--- src/rtl/hook_scene_if.sv ---
// Pixel-coordinate / colour / hook-status bundle between the VGA output block and the renderer.
// master = output block side (drives coordinates and fire), slave = renderer.
interface hook_scene_if;
    logic [10:0] curr_x;
    logic [9:0]  curr_y;
    logic        fire;
    logic [3:0]  draw_r;
    logic [3:0]  draw_g;
    logic [3:0]  draw_b;
    logic [10:0] hook_x;
    logic [9:0]  hook_y;
    logic [1:0]  hook_state;

    modport master (
        output curr_x, curr_y, fire,
        input  draw_r, draw_g, draw_b, hook_x, hook_y, hook_state
    );

    modport slave (
        input  curr_x, curr_y, fire,
        output draw_r, draw_g, draw_b, hook_x, hook_y, hook_state
    );
endinterface

--- src/rtl/hook_scene_renderer.sv ---
// Miner hook renderer: swing/drop/retract FSM, positions updated once per frame; draw_* one cycle after coordinate,
// no backpressure. Optional white debug grid under macro HOOK_DEBUG_GRID_EN.
module hook_scene_renderer #(
    parameter int SCREEN_W     = 1280,
    parameter int SCREEN_H     = 800,
    parameter int HOOK_SIZE    = 16,
    parameter int ROPE_Y0      = 64,
    parameter int SWING_MIN_X  = 64,
    parameter int SWING_MAX_X  = 1200,
    parameter int SWING_STEP   = 4,
    parameter int DROP_STEP    = 8,
    parameter int RETRACT_STEP = 4
) (
    input  logic         clk,
    input  logic         rst,
    hook_scene_if.slave  bus
);

    typedef enum logic [1:0] {
        ST_SWING   = 2'b00,
        ST_DROP    = 2'b01,
        ST_RETRACT = 2'b10
    } state_t;

    // All position arithmetic is one bit wider than the coordinate so nothing wraps.
    localparam logic [11:0] X_MIN    = 12'(SWING_MIN_X);
    localparam logic [11:0] X_MAX    = 12'(SWING_MAX_X);
    localparam logic [11:0] X_STEP   = 12'(SWING_STEP);
    localparam logic [11:0] X_SCREEN = 12'(SCREEN_W);
    localparam logic [11:0] X_HALF   = 12'(HOOK_SIZE / 2);
    localparam logic [11:0] X_SIZE   = 12'(HOOK_SIZE);
    localparam logic [10:0] Y_TOP    = 11'(ROPE_Y0);
    localparam logic [10:0] Y_BOT    = 11'(SCREEN_H - HOOK_SIZE);
    localparam logic [10:0] Y_DSTEP  = 11'(DROP_STEP);
    localparam logic [10:0] Y_RSTEP  = 11'(RETRACT_STEP);
    localparam logic [10:0] Y_SIZE   = 11'(HOOK_SIZE);
    localparam logic [9:0]  Y_LAST   = 10'(SCREEN_H - 1);

    state_t      r_state, w_state_nxt;
    logic [10:0] r_hook_x, w_hook_x_nxt;
    logic [9:0]  r_hook_y, w_hook_y_nxt;
    logic        r_dir_left, w_dir_left_nxt;
    logic        r_fire_latch;
    logic [9:0]  r_curr_y_d;
    logic [11:0] r_draw;
    logic [11:0] w_colour;
    logic        w_tick;
    logic [11:0] w_x_ext, w_cx_ext;
    logic [10:0] w_y_ext, w_cy_ext;
    logic        w_is_hook, w_is_rope, w_is_sky;

    assign w_tick   = (r_curr_y_d == Y_LAST) && (bus.curr_y == 10'd0);
    assign w_x_ext  = {1'b0, r_hook_x};
    assign w_y_ext  = {1'b0, r_hook_y};
    assign w_cx_ext = {1'b0, bus.curr_x};
    assign w_cy_ext = {1'b0, bus.curr_y};

    always_ff @(posedge clk) begin
        if (rst) begin
            r_state    <= ST_SWING;
            r_hook_x   <= 11'(SWING_MIN_X);
            r_hook_y   <= 10'(ROPE_Y0);
            r_dir_left <= 1'b0;
        end else begin
            r_state    <= w_state_nxt;
            r_hook_x   <= w_hook_x_nxt;
            r_hook_y   <= w_hook_y_nxt;
            r_dir_left <= w_dir_left_nxt;
        end
    end

    // The tick that launches a drop wins over a fire seen in the same cycle.
    always_ff @(posedge clk) begin
        if (rst) begin
            r_fire_latch <= 1'b0;
            r_curr_y_d   <= 10'd0;
        end else begin
            r_curr_y_d <= bus.curr_y;
            if (w_tick && (r_state == ST_SWING) && r_fire_latch)
                r_fire_latch <= 1'b0;
            else if (bus.fire && (r_state == ST_SWING))
                r_fire_latch <= 1'b1;
        end
    end

    always_comb begin
        w_state_nxt    = r_state;
        w_hook_x_nxt   = r_hook_x;
        w_hook_y_nxt   = r_hook_y;
        w_dir_left_nxt = r_dir_left;
        if (w_tick) begin
            case (r_state)
                ST_SWING: begin
                    if (r_fire_latch) begin
                        w_state_nxt = ST_DROP;
                    end else if (!r_dir_left) begin
                        if (w_x_ext + X_STEP >= X_MAX) begin
                            w_hook_x_nxt   = X_MAX[10:0];
                            w_dir_left_nxt = 1'b1;
                        end else begin
                            w_hook_x_nxt = 11'(w_x_ext + X_STEP);
                        end
                    end else begin
                        // x - step <= min, rearranged so the subtraction never goes negative
                        if (w_x_ext <= X_MIN + X_STEP) begin
                            w_hook_x_nxt   = X_MIN[10:0];
                            w_dir_left_nxt = 1'b0;
                        end else begin
                            w_hook_x_nxt = 11'(w_x_ext - X_STEP);
                        end
                    end
                end
                ST_DROP: begin
                    if (w_y_ext + Y_DSTEP >= Y_BOT) begin
                        w_hook_y_nxt = Y_BOT[9:0];
                        w_state_nxt  = ST_RETRACT;
                    end else begin
                        w_hook_y_nxt = 10'(w_y_ext + Y_DSTEP);
                    end
                end
                ST_RETRACT: begin
                    if (w_y_ext <= Y_TOP + Y_RSTEP) begin
                        w_hook_y_nxt = Y_TOP[9:0];
                        w_state_nxt  = ST_SWING;
                    end else begin
                        w_hook_y_nxt = 10'(w_y_ext - Y_RSTEP);
                    end
                end
                default: w_state_nxt = ST_SWING;
            endcase
        end
    end

    always_comb begin
        w_is_hook = (w_cx_ext >= w_x_ext) && (w_cx_ext <= w_x_ext + X_SIZE - 12'd1) &&
                    (w_cy_ext >= w_y_ext) && (w_cy_ext <= w_y_ext + Y_SIZE - 11'd1);
        w_is_rope = ((w_cx_ext == w_x_ext + X_HALF - 12'd1) || (w_cx_ext == w_x_ext + X_HALF)) &&
                    (w_cy_ext >= Y_TOP) && (w_cy_ext < w_y_ext);
        w_is_sky  = (w_cy_ext < Y_TOP);
        w_colour  = 12'h000;
        if (w_cx_ext >= X_SCREEN)
            w_colour = 12'h000;
        else if (w_is_hook)
            w_colour = 12'hFF0;
        else if (w_is_rope)
            w_colour = 12'h840;
`ifdef HOOK_DEBUG_GRID_EN
        else if ((bus.curr_x[5:0] == 6'd0) || (bus.curr_y[5:0] == 6'd0))
            w_colour = 12'hFFF;
`endif
        else if (w_is_sky)
            w_colour = 12'h08F;
        else
            w_colour = 12'h630;
    end

    always_ff @(posedge clk) begin
        if (rst)
            r_draw <= 12'h000;
        else
            r_draw <= w_colour;
    end

    assign bus.draw_r     = r_draw[11:8];
    assign bus.draw_g     = r_draw[7:4];
    assign bus.draw_b     = r_draw[3:0];
    assign bus.hook_x     = r_hook_x;
    assign bus.hook_y     = r_hook_y;
    assign bus.hook_state = r_state;

endmodule
--- src/flat_wrapper.sv ---
// flat-port wrapper written by rule: the top's interface ports become plain ports
module hook_scene_renderer_flat 
#(
    parameter int SCREEN_W     = 1280,
    parameter int SCREEN_H     = 800,
    parameter int HOOK_SIZE    = 16,
    parameter int ROPE_Y0      = 64,
    parameter int SWING_MIN_X  = 64,
    parameter int SWING_MAX_X  = 1200,
    parameter int SWING_STEP   = 4,
    parameter int DROP_STEP    = 8,
    parameter int RETRACT_STEP = 4
)
  (clk, rst, bus_curr_x, bus_curr_y, bus_fire, bus_draw_r, bus_draw_g, bus_draw_b, bus_hook_x, bus_hook_y, bus_hook_state);
  hook_scene_if bus_i ();
  input  logic clk;
  input  logic rst;
  input wire logic [$bits(bus_i.curr_x)-1:0] bus_curr_x;
  input wire logic [$bits(bus_i.curr_y)-1:0] bus_curr_y;
  input wire logic [$bits(bus_i.fire)-1:0] bus_fire;
  output wire logic [$bits(bus_i.draw_r)-1:0] bus_draw_r;
  output wire logic [$bits(bus_i.draw_g)-1:0] bus_draw_g;
  output wire logic [$bits(bus_i.draw_b)-1:0] bus_draw_b;
  output wire logic [$bits(bus_i.hook_x)-1:0] bus_hook_x;
  output wire logic [$bits(bus_i.hook_y)-1:0] bus_hook_y;
  output wire logic [$bits(bus_i.hook_state)-1:0] bus_hook_state;
  assign bus_i.curr_x = bus_curr_x;
  assign bus_i.curr_y = bus_curr_y;
  assign bus_i.fire = bus_fire;
  assign bus_draw_r = bus_i.draw_r;
  assign bus_draw_g = bus_i.draw_g;
  assign bus_draw_b = bus_i.draw_b;
  assign bus_hook_x = bus_i.hook_x;
  assign bus_hook_y = bus_i.hook_y;
  assign bus_hook_state = bus_i.hook_state;
  hook_scene_renderer #(.SCREEN_W(SCREEN_W), .SCREEN_H(SCREEN_H), .HOOK_SIZE(HOOK_SIZE), .ROPE_Y0(ROPE_Y0), .SWING_MIN_X(SWING_MIN_X), .SWING_MAX_X(SWING_MAX_X), .SWING_STEP(SWING_STEP), .DROP_STEP(DROP_STEP), .RETRACT_STEP(RETRACT_STEP)) u_core (.clk(clk), .rst(rst), .bus(bus_i));
endmodule
--- config.mk ---
export PLATFORM = sky130hd
export DESIGN_NAME = hook_scene_renderer_flat
export DESIGN_NICKNAME = d
export VERILOG_FILES = /design/src/rtl/hook_scene_if.sv /design/src/rtl/hook_scene_renderer.sv /design/src/flat_wrapper.sv
export SDC_FILE = /design/constraint.sdc
export NUM_CORES = 1
export LEC_CHECK = 0
export ABC_AREA = 1
export CORE_MARGIN = 2
export CORE_UTILIZATION = 45
export CTS_CLUSTER_SIZE = 40
export DETAILED_ROUTE_END_ITERATION = 8
export DONT_BUFFER_PORTS = 1
export PLACE_DENSITY = 0.62
export REMOVE_ABC_BUFFERS = 1
export SETUP_SLACK_MARGIN = 0.05
export SLEW_MARGIN = 40
export SYNTH_ARGS = -nofsm -noshare
export SYNTH_HDL_FRONTEND = slang
export SYNTH_SLANG_ARGS = --single-unit
--- constraint.sdc ---
create_clock -name clk -period 2.4 [get_ports clk]
set_input_delay 0.24 -clock clk [delete_from_list [all_inputs] [get_ports clk]]
set_output_delay 0.24 -clock clk [all_outputs]
set_load 0.03 [all_outputs]
# [Word-level counts from Yosys, hierarchy flattened]
# Cells that the tools add are included.
[op_classes] add_sub_neg=10 order_cmp=12 n_eq_ne=8 mux=16 bitwise_logic=1 n_reduce_logical=19
[ops] cell="2-to-1 mux 11 bit" count=4
[ops] cell="== test 11 x 12 -> 1 bit" count=2
[ops] cell="2-to-1 mux 12 bit" count=2
[ops] cell="subtractor 12 x 1 -> 12 bit (second input constant)" count=2
[ops] cell="2-to-1 mux 10 bit" count=2
[ops] cell="one-hot mux 10 bit (2 select lines)" count=1
[ops] cell="adder 11 x 3 -> 12 bit (second input constant)" count=1
[ops] cell="adder 11 x 4 -> 12 bit (second input constant)" count=1
[ops] cell="adder 11 x 5 -> 12 bit (second input constant)" count=1
[ops] cell=">= comparator 12 x 11 -> 1 bit (second input constant)" count=1
[ops] cell="less-or-equal comparator 11 x 12 -> 1 bit" count=1
[ops] cell="adder 10 x 4 -> 11 bit (second input constant)" count=1
[ops] cell="adder 10 x 5 -> 11 bit (second input constant)" count=1
[ops] cell=">= comparator 11 x 10 -> 1 bit (second input constant)" count=1
[ops] cell=">= comparator 11 bit" count=1
[ops] cell=">= comparator 11 bit (second input constant)" count=1
[ops] cell="less-or-equal comparator 10 x 11 -> 1 bit" count=1
[ops] cell="less-or-equal comparator 11 x 7 -> 1 bit (second input constant)" count=1
[ops] cell="subtractor 11 x 1 -> 11 bit (second input constant)" count=1
[ops] cell="subtractor 11 x 3 -> 11 bit (second input constant)" count=1
[ops] cell="== test 10 bit (second input constant)" count=1
[ops] cell=">= comparator 10 bit" count=1
[ops] cell=">= comparator 10 x 7 -> 1 bit (second input constant)" count=1
[ops] cell="less-or-equal comparator 10 x 7 -> 1 bit (second input constant)" count=1
[ops] cell="20 further kinds" count=35
[word_totals] reg_bits=47 in_bits=24 elab_cells=74

# [Logic depth before layout (Yosys ltp)]
# Gate-level depths: netlist (run 1).
[logic_depth] word_depth=8 ltp_mapped=18 depth_no_buf=18

# [Worst setup path before layout (run 1)]
# OpenSTA, ideal clock, no wires.
[synth_timing] kind="reg-to-reg" from="register u_core.r_hook_x[3], in the netlist u_core.bus.hook_x[3]" to="register u_core.r_draw[10]" arrival_time_ps=2598 t_required_ps=2338 setup_slack_ps=-260 stages_incl_launch_ff=14 path_buffers=0 synth_period_minus_slack_ps=2660 path_cell_list="dfxtp_1 > inv_1 > ha_1 > a21oi_1 > nor2_1 > xor2_1 > ha_1 > a21oi_1 > o21ai_0 > o21bai_1 > a21boi_0 > o21bai_1 > nand4_1 > nand2_1"
[synth_via] elab_chain_cells=8 elab_cells_between_ends=16 classes_between="add/sub (4); order compare (2); eq/ne (2); mux (2); reduce/logical (6)"
[synth_rtl] element="from (decl)" line="hook_scene_renderer.sv:40" source="logic [10:0] r_hook_x, w_hook_x_nxt;"
[synth_rtl] element="from (signal assigned)" line="hook_scene_renderer.sv:61" source="r_hook_x <= 11'(SWING_MIN_X);"
[synth_rtl] element="from (signal assigned)" line="hook_scene_renderer.sv:66" source="r_hook_x <= w_hook_x_nxt;"
[synth_rtl] element="parallel branches: the longest is 7 deep, another holds adder 11 x 5 -> 12 bit"
[synth_rtl] element="2-to-1 mux 12 bit *" line="hook_scene_renderer.sv:143" source="else if (w_is_hook)"
[synth_rtl] element="to (signal assigned)" line="hook_scene_renderer.sv:161" source="r_draw <= w_colour;"
[synth_rtl] element="to (decl)" line="hook_scene_renderer.sv:45" source="logic [11:0] r_draw;"
# Every way passes the cells marked *.
# A chain may end at the register's enable or synchronous reset.

# [Worst setup path in the final report (run 1)]
[layout_timing] from="register u_core.r_hook_x[3], in the netlist u_core.bus.hook_x[3]" to="register u_core.r_draw[7]"
# Same word-level chain as after synthesis.

==> run_results.csv, run 1 <==
group,metric,value,unit
floorplanning,num_io_pins,59,
synth,ys_seq_area_frac,0.1827,
critical_path,startpoint_type,"flop",
floorplanning,die_area,0.009532,mm²
clock_network,ctsLongestPathBuffers,2,
sta,fin_setup_tns,0,ns
sta,rsz0062_at_grt,"yes",
min_path,min_to,"u_core.r_curr_y_d[0]",
sta,worstMarginPinSlew,0.5707,ns
layout,final_area,0.004483,mm²
floorplanning,dieHeight,97.63,µm
critical_path,r2r_setup_slack,0.13,ns
clock_network,clock-root-buffer,"clkbuf_8",
synth,synth.avg_cell_area,6.363,µm²
layout,syn_to_final_growth,13.64,%
critical_path,required,2.59,ns
critical_path,r2r_end,"u_core.r_draw[7]",
layout,num_antenna_cells,0,
layout,drive_gt1_frac,0.1402,
layout,layout_commonest_cell,"nand2_1",
place,portBuffers,0,
critical_path,crit_arrival,2.46,ns
synth,yosysWarnings,0,
grt,grt_overflow,0,
min_path,min_path_type,"input pin to flop",
synth,syn_inst,620,
sta,period_needed,2.268,ns
floorplanning,core,0.008593,mm²
place,dpl_cell_area,0.004210,mm²
grt,grt_util_all_layers,0.2281,
sta,hold_viol_final,0,
synth,synth-edff-count,0,
power,p_per_area,273.2,mW/mm²
clock_network,cts_tree,"yes",
grt,grt_pass1_vias,3803,
place,dp_worst_setup_slack,-0.08572,ns
detailed_routing,wl,11.07,mm
grt,grt_pass1_wl,17.88,mm
detailed_routing,vias,4015,
critical_path,timing.rr.start,"u_core.bus.hook_x[3]",
clock_network,h-tree-depth,2,
clock_network,path_clk_slew,0.08,ns
detailed_routing,firstDrtPassIters,4,
place,dp_hpwl,8.859,mm
clock_network,clock_latency,0.30,ns
min_path,worstHoldStart,"rst",
critical_path,path_class,"flop to flop",
clock_network,clkSinkCount,36,
power,p_total,1.225,mW
synth,synth_top_area_share,0.1827,
detailed_routing,drc,0,
clock_network,cts_buffers,5,
detailed_routing,drt_iter0_drc,195,
sta,fin_ws,0.1325,ns
sta,max-slew-margin-rel,0.6190,
min_path,whs_path_depth,1,
critical_path,worstPathMaxFanout,4,
sta,fin_crit_sh,0.9448,
outcome,outcome,"finished, final reports clean",
synth,yosysTopAreaCell,"dfxtp_1",
floorplanning,core.rowCount,34,
sta,drv_slew,0,
floorplanning,die_x,97.63,µm
detailed_routing,post_drt_wl_per_cell,14.62,µm
critical_path,end_kind,"flop",
synth,ys_types,41,
synth,ys_async_sr_fraction,0,
place,gp_congestion,0.9864,
power,leakage,2.167,nW
synth,netlist_area,0.003945,mm²
sta,clock.fmax,441.0,MHz
synth,synthTopCellsByArea,"dfxtp_1 18%, ha_1 17%, nand2_1 15%",
critical_path,r2r_cells,12,
grt,antenna_found_initial,0,
sta,skew,0.01246,ns
synth,ys.flop_type,"dfxtp_1",
synth,synth_seq_cells,36,
sta,setup_viol,0,
power,peakVddDrop,0.0002418,V
grt,grt_max_degree,17,
layout,final_cell_mix,"156 x nand2_1, 71 x inv_1, 57 x nor2_1, 50 x ha_1, 38 x nand3_1",
detailed_routing,vias_per_cell,5.304,
floorplanning,initial_core_util,0.4591,
job,drv_cap,0,
layout,nNetsFinal,727,
detailed_routing,ant_nets,0,
==> critical path, cell delays in order (launching register included) <==
cell	delay (ns)
dfxtp_4	0.36
ha_1	0.24
a21oi_4	0.18
nor2_4	0.07
xor2_1	0.14
ha_1	0.32
nand4_1	0.12
nor2_1	0.11
o21bai_1	0.08
a21boi_1	0.21
o21bai_2	0.09
nand4_1	0.17
nand2_1	0.07
==> logic make-up after synthesis <==
kind of cell / synth area share
flip-flops: 0.1827
other: 0.0009506
adder cells (fa/ha/maj): 0.1744
AND/OR/NAND/NOR: 0.3337
AO/OA/AOI/OAI: 0.1373
XOR/XNOR: 0.05550
buffers and inverters: 0.1154
==> synthesized netlist by cell type (3+ instances only) <==
library cell	count
a21oi_1	36
a31oi_1	10
buf_2	3
buf_4	14
clkbuf_1	3
dfxtp_1	36
ha_1	55
inv_1	74
inv_2	4
nand2_1	160
nand2_2	6
nand3_1	38
nand3b_1	4
nand4_1	15
nor2_1	59
nor2_2	4
nor3_1	11
o211ai_1	3
o21ai_0	33
o21bai_1	3
xor2_1	23
==> worst max path at each step <==
stage,from,to,slack [ns],depth (start not counted)
after floorplan,u_core.bus.hook_x[3],u_core.r_draw[10],-0.26,13
after global placement,u_core.bus.hook_x[3],u_core.r_draw[10],0.003,13
after detailed placement,u_core.bus.hook_x[3],u_core.r_draw[10],-0.09,13
after CTS,u_core.bus.hook_x[3],u_core.r_draw[10],0.06,13
after global routing,u_core.bus.hook_y[2],u_core.r_draw[7],0.0002,13
final,u_core.bus.hook_x[3],u_core.r_draw[7],0.13,12
==> registers in the layout, indices dropped and copies added, names as in the netlist <==
signal / count
u_core.bus.hook_state: 2
u_core.r_dir_left: 1
u_core.r_fire_latch: 1
u_core.r_draw: 5
u_core.r_curr_y_d: 10
u_core.bus.hook_x: 9
u_core.bus.hook_y: 8
==> what timing repair did <==
item                                   4_1_cts  5_1_grt
resized for setup                            7       36
endpoints found under the hold margin        5        2
hold buffers                                 1        1
setup endpoints to repair                    5       11
pin swaps                                    8       26
buffers inserted                             0        1
==> stage by stage <==
stage	utilization	std cells	hold slack, ns
6_report	0.5217	757	0.008738
4_1_cts	0.5026	755	0.001706
3_3_place_gp	0.4900	746	0.3132
2_1_floorplan	-	601	0.3091
3_5_place_dp	0.4900	746	0.3149
5_1_grt	0.5217	757	0.001709
==> routing by layer <==
metal	up-vias	track usage	part of all wire
met2	102	0.3650	0.44
li1	2063	-	-
met5	-	0	0
met4	0	0.05983	0.015
met1	1833	0.3154	0.48
met3	17	0.04317	0.059
==> final cells by class <==
| cell class | count | area [µm²] |
|---|---|---|
| Tap cell | 108 | 135.1 |
| Multi-Input combinational cell | 486 | 2917 |
| Inverter | 79 | 299.0 |
| Clock inverter | 3 | 18.77 |
| Fill cell | 889 | 4110 |
| Sequential cell | 36 | 732.0 |
| Timing Repair Buffer | 40 | 312.8 |
| Clock buffer | 5 | 68.82 |
==> report_power, final <==
part / internal, mW / switching [mW] / leakage [nW]
sequential: 0.607 / 0.00613 / 0.297
clock: 0.203 / 0.246 / 0.0479
combinational: 0.0605 / 0.102 / 1.82
Note: power is estimated with default switching activity, not from simulation.
==> run 2, diff against run 1 <==
--- a/config.mk
+++ b/config.mk
@@ -11,6 +11,7 @@
 export CTS_CLUSTER_SIZE = 40
 export DETAILED_ROUTE_END_ITERATION = 8
 export DONT_BUFFER_PORTS = 1
+export GPL_TIMING_DRIVEN = 0
 export PLACE_DENSITY = 0.62
 export REMOVE_ABC_BUFFERS = 1
 export SETUP_SLACK_MARGIN = 0.05
==> run 2 against run 1 <==
Against the previous run: sequential share of layout area rose by 1.2 points; critical path type unchanged; final cell count is 3.7% lower; largest power group unchanged; largest cell class unchanged; the flow now finishes with violations (setup timing); total power up 7.0%; clock power rose by 22%; flip-flop and latch count stayed put; clock-buffer cell count stayed put.
==> run_results.csv, run 2 (synthesized netlist as in run 1, its figures left out) <==
group,metric,value,unit
detailed_routing,wl_met2,4.553,mm
layout,final_area,0.004302,mm²
floorplanning,num_io_pins,59,
critical_path,path_class,"flop to flop",
sta,skew,0.01249,ns
grt,grt_max_degree,17,
sta,hold_viol_final,0,
clock_network,cts_tree,"yes",
clock_network,h-tree-depth,2,
outcome,outcome,"finished with violations",
grt,grt_pass1_wl,17.19,mm
floorplanning,core.rowCount,34,
detailed_routing,drc,0,
min_path,worstHoldStart,"rst",
layout,nNetsFinal,699,
layout,fillers,872,
clock_network,clkSinkCount,36,
detailed_routing,post_drt_wl_per_cell,14.28,µm
place,gp_congestion,0.9084,
floorplanning,core,0.008593,mm²
layout,final_core_util,0.5006,
sta,fin_setup_tns,-0.7120,ns
layout,largest_register_ffs,10,
detailed_routing,met3_length,620,µm
critical_path,startpoint_type,"flop",
critical_path,timing.rr.start,"u_core.bus.hook_x[3]",
critical_path,crit_start,"u_core.bus.hook_x[3]",
sta,worstMarginPinSlew,0.6194,ns
grt,grt_util_all_layers,0.2171,
clock_network,clock-root-buffer,"clkbuf_8",
critical_path,worstPathMaxFanout,8,
detailed_routing,drt-met1-wl,5.162,mm
grt,grt_pass1_vias,3552,
clock_network,path_clk_slew,0.08,ns
layout,drive_gt1_frac,0.1111,
layout,final_cell_mix,"159 x nand2_1, 71 x inv_1, 56 x nor2_1, 49 x ha_1, 37 x nand3_1",
detailed_routing,firstDrtPassIters,5,
detailed_routing,drt_iter0_drc,139,
power,p_per_area,304.7,mW/mm²
clock_network,cts_buffers,5,
floorplanning,die_area,0.009532,mm²
grt,grt_overflow,0,
layout,num_antenna_cells,0,
layout,syn_to_final_growth,9.039,%
sta,fin_ws,-0.1566,ns
sta,setup_viol,5,
detailed_routing,top_layer,"met4",
detailed_routing,wl,10.41,mm
grt,antenna_found_initial,0,
sta,max-slew-margin-rel,0.5865,
layout,multi_input_area,0.002890,mm²
floorplanning,die_x,97.63,µm
sta,rsz0062_at_grt,"yes",
clock_network,ctsLongestPathBuffers,2,
floorplanning,dieHeight,97.63,µm
detailed_routing,vias_per_cell,5.281,
clock_network,clock_latency,0.30,ns
place,dpl_cell_area,0.003935,mm²
job,drv_cap,0,
place,dp_hpwl,8.052,mm
critical_path,end_kind,"flop",
outcome,violations,"setup timing",
sta,drv_slew,0,
power,peakVddDrop,0.0002103,V
detailed_routing,vias,3850,
critical_path,crit_arrival,2.79,ns
layout,seq_area,754.5,µm²
sta,period_needed,2.557,ns
critical_path,required,2.63,ns
layout,layout_commonest_cell,"nand2_1",
floorplanning,initial_core_util,0.4591,
power,leakage,2.021,nW
layout,largest-register,"u_core.r_curr_y_d",
sta,clock.fmax,391.1,MHz
place,portBuffers,0,
min_path,min_path_type,"input pin to flop",
detailed_routing,ant_nets,0,
sta,fin_crit_sh,1.065,
## run 2: cell types whose count changed in the layout (fill, tap and decap cells not counted), moves of 4 or more
cell | before | now
dfxtp_4 | 2 | 6
clkinvlp_4 | 0 | 4
dfxtp_2 | 3 | 9
buf_4 | 36 | 9
dfxtp_1 | 31 | 21
## run 2: critical path, cell delays in order, from the launching register on
cell,delay (ns)
dfxtp_4,0.49
clkinvlp_4,0.17
buf_6,0.15
ha_4,0.17
nor2_4,0.15
nand2_1,0.08
xor2_1,0.15
ha_1,0.33
nand2_1,0.07
nor3_2,0.15
a22o_1,0.16
o21bai_4,0.13
nand4_1,0.18
nand2_1,0.11
## run 2: per-layer routing
metal	track usage	up-vias
met5	0	-
met4	0.05235	0
met3	0.04245	6
met2	0.3321	95
met1	0.3140	1732
li1	-	2017
## run 2: cell type report
class / count / area share
Clock buffer: 5 / 0.01600
Clock inverter: 3 / 0.01076
Inverter: 79 / 0.07155
Multi-Input combinational cell: 486 / 0.6719
Sequential cell: 36 / 0.1754
Tap cell: 108 / 0.03141
Timing Repair Buffer: 12 / 0.02298
## run 2: path summary, 6_finish.rpt
check,to,slack [ns],cells past startpoint
setup / recovery,u_core.r_draw[6],-0.16,13
setup reg to reg,u_core.r_draw[6],-0.16,13
hold reg to reg,u_core.r_fire_latch,0.49,2
hold / removal,u_core.r_curr_y_d[0],0.02,1
## run 2: report_power, final
part           switching, mW  total [mW]  internal, mW
Sequential            0.0199       0.623         0.603
Combinational         0.0851       0.142        0.0565
Clock                  0.233       0.546         0.313
## run 2: through the flow
stage          power (mW)  instances  hold WS [ns]  setup slack (ns)
6_report            1.311        729       0.02030           -0.1566
3_3_place_gp       0.7693        709        0.3128           -0.9279
3_5_place_dp       0.7752        709        0.3144           -0.9235
5_1_grt             1.375        729      0.004111           -0.3377
4_1_cts             1.326        722      0.008808           -0.2141
2_1_floorplan      0.7487        601        0.3091           -0.2600
## run 2: what timing repair did
item | CTS | global route
gates resized for setup | 30 | 19
pin swaps | 16 | 13
endpoints found under the setup margin | 16 | 15
setup buffers | 4 | 6
endpoints found under the hold margin | 3 | 1
hold buffers | 1 | 1
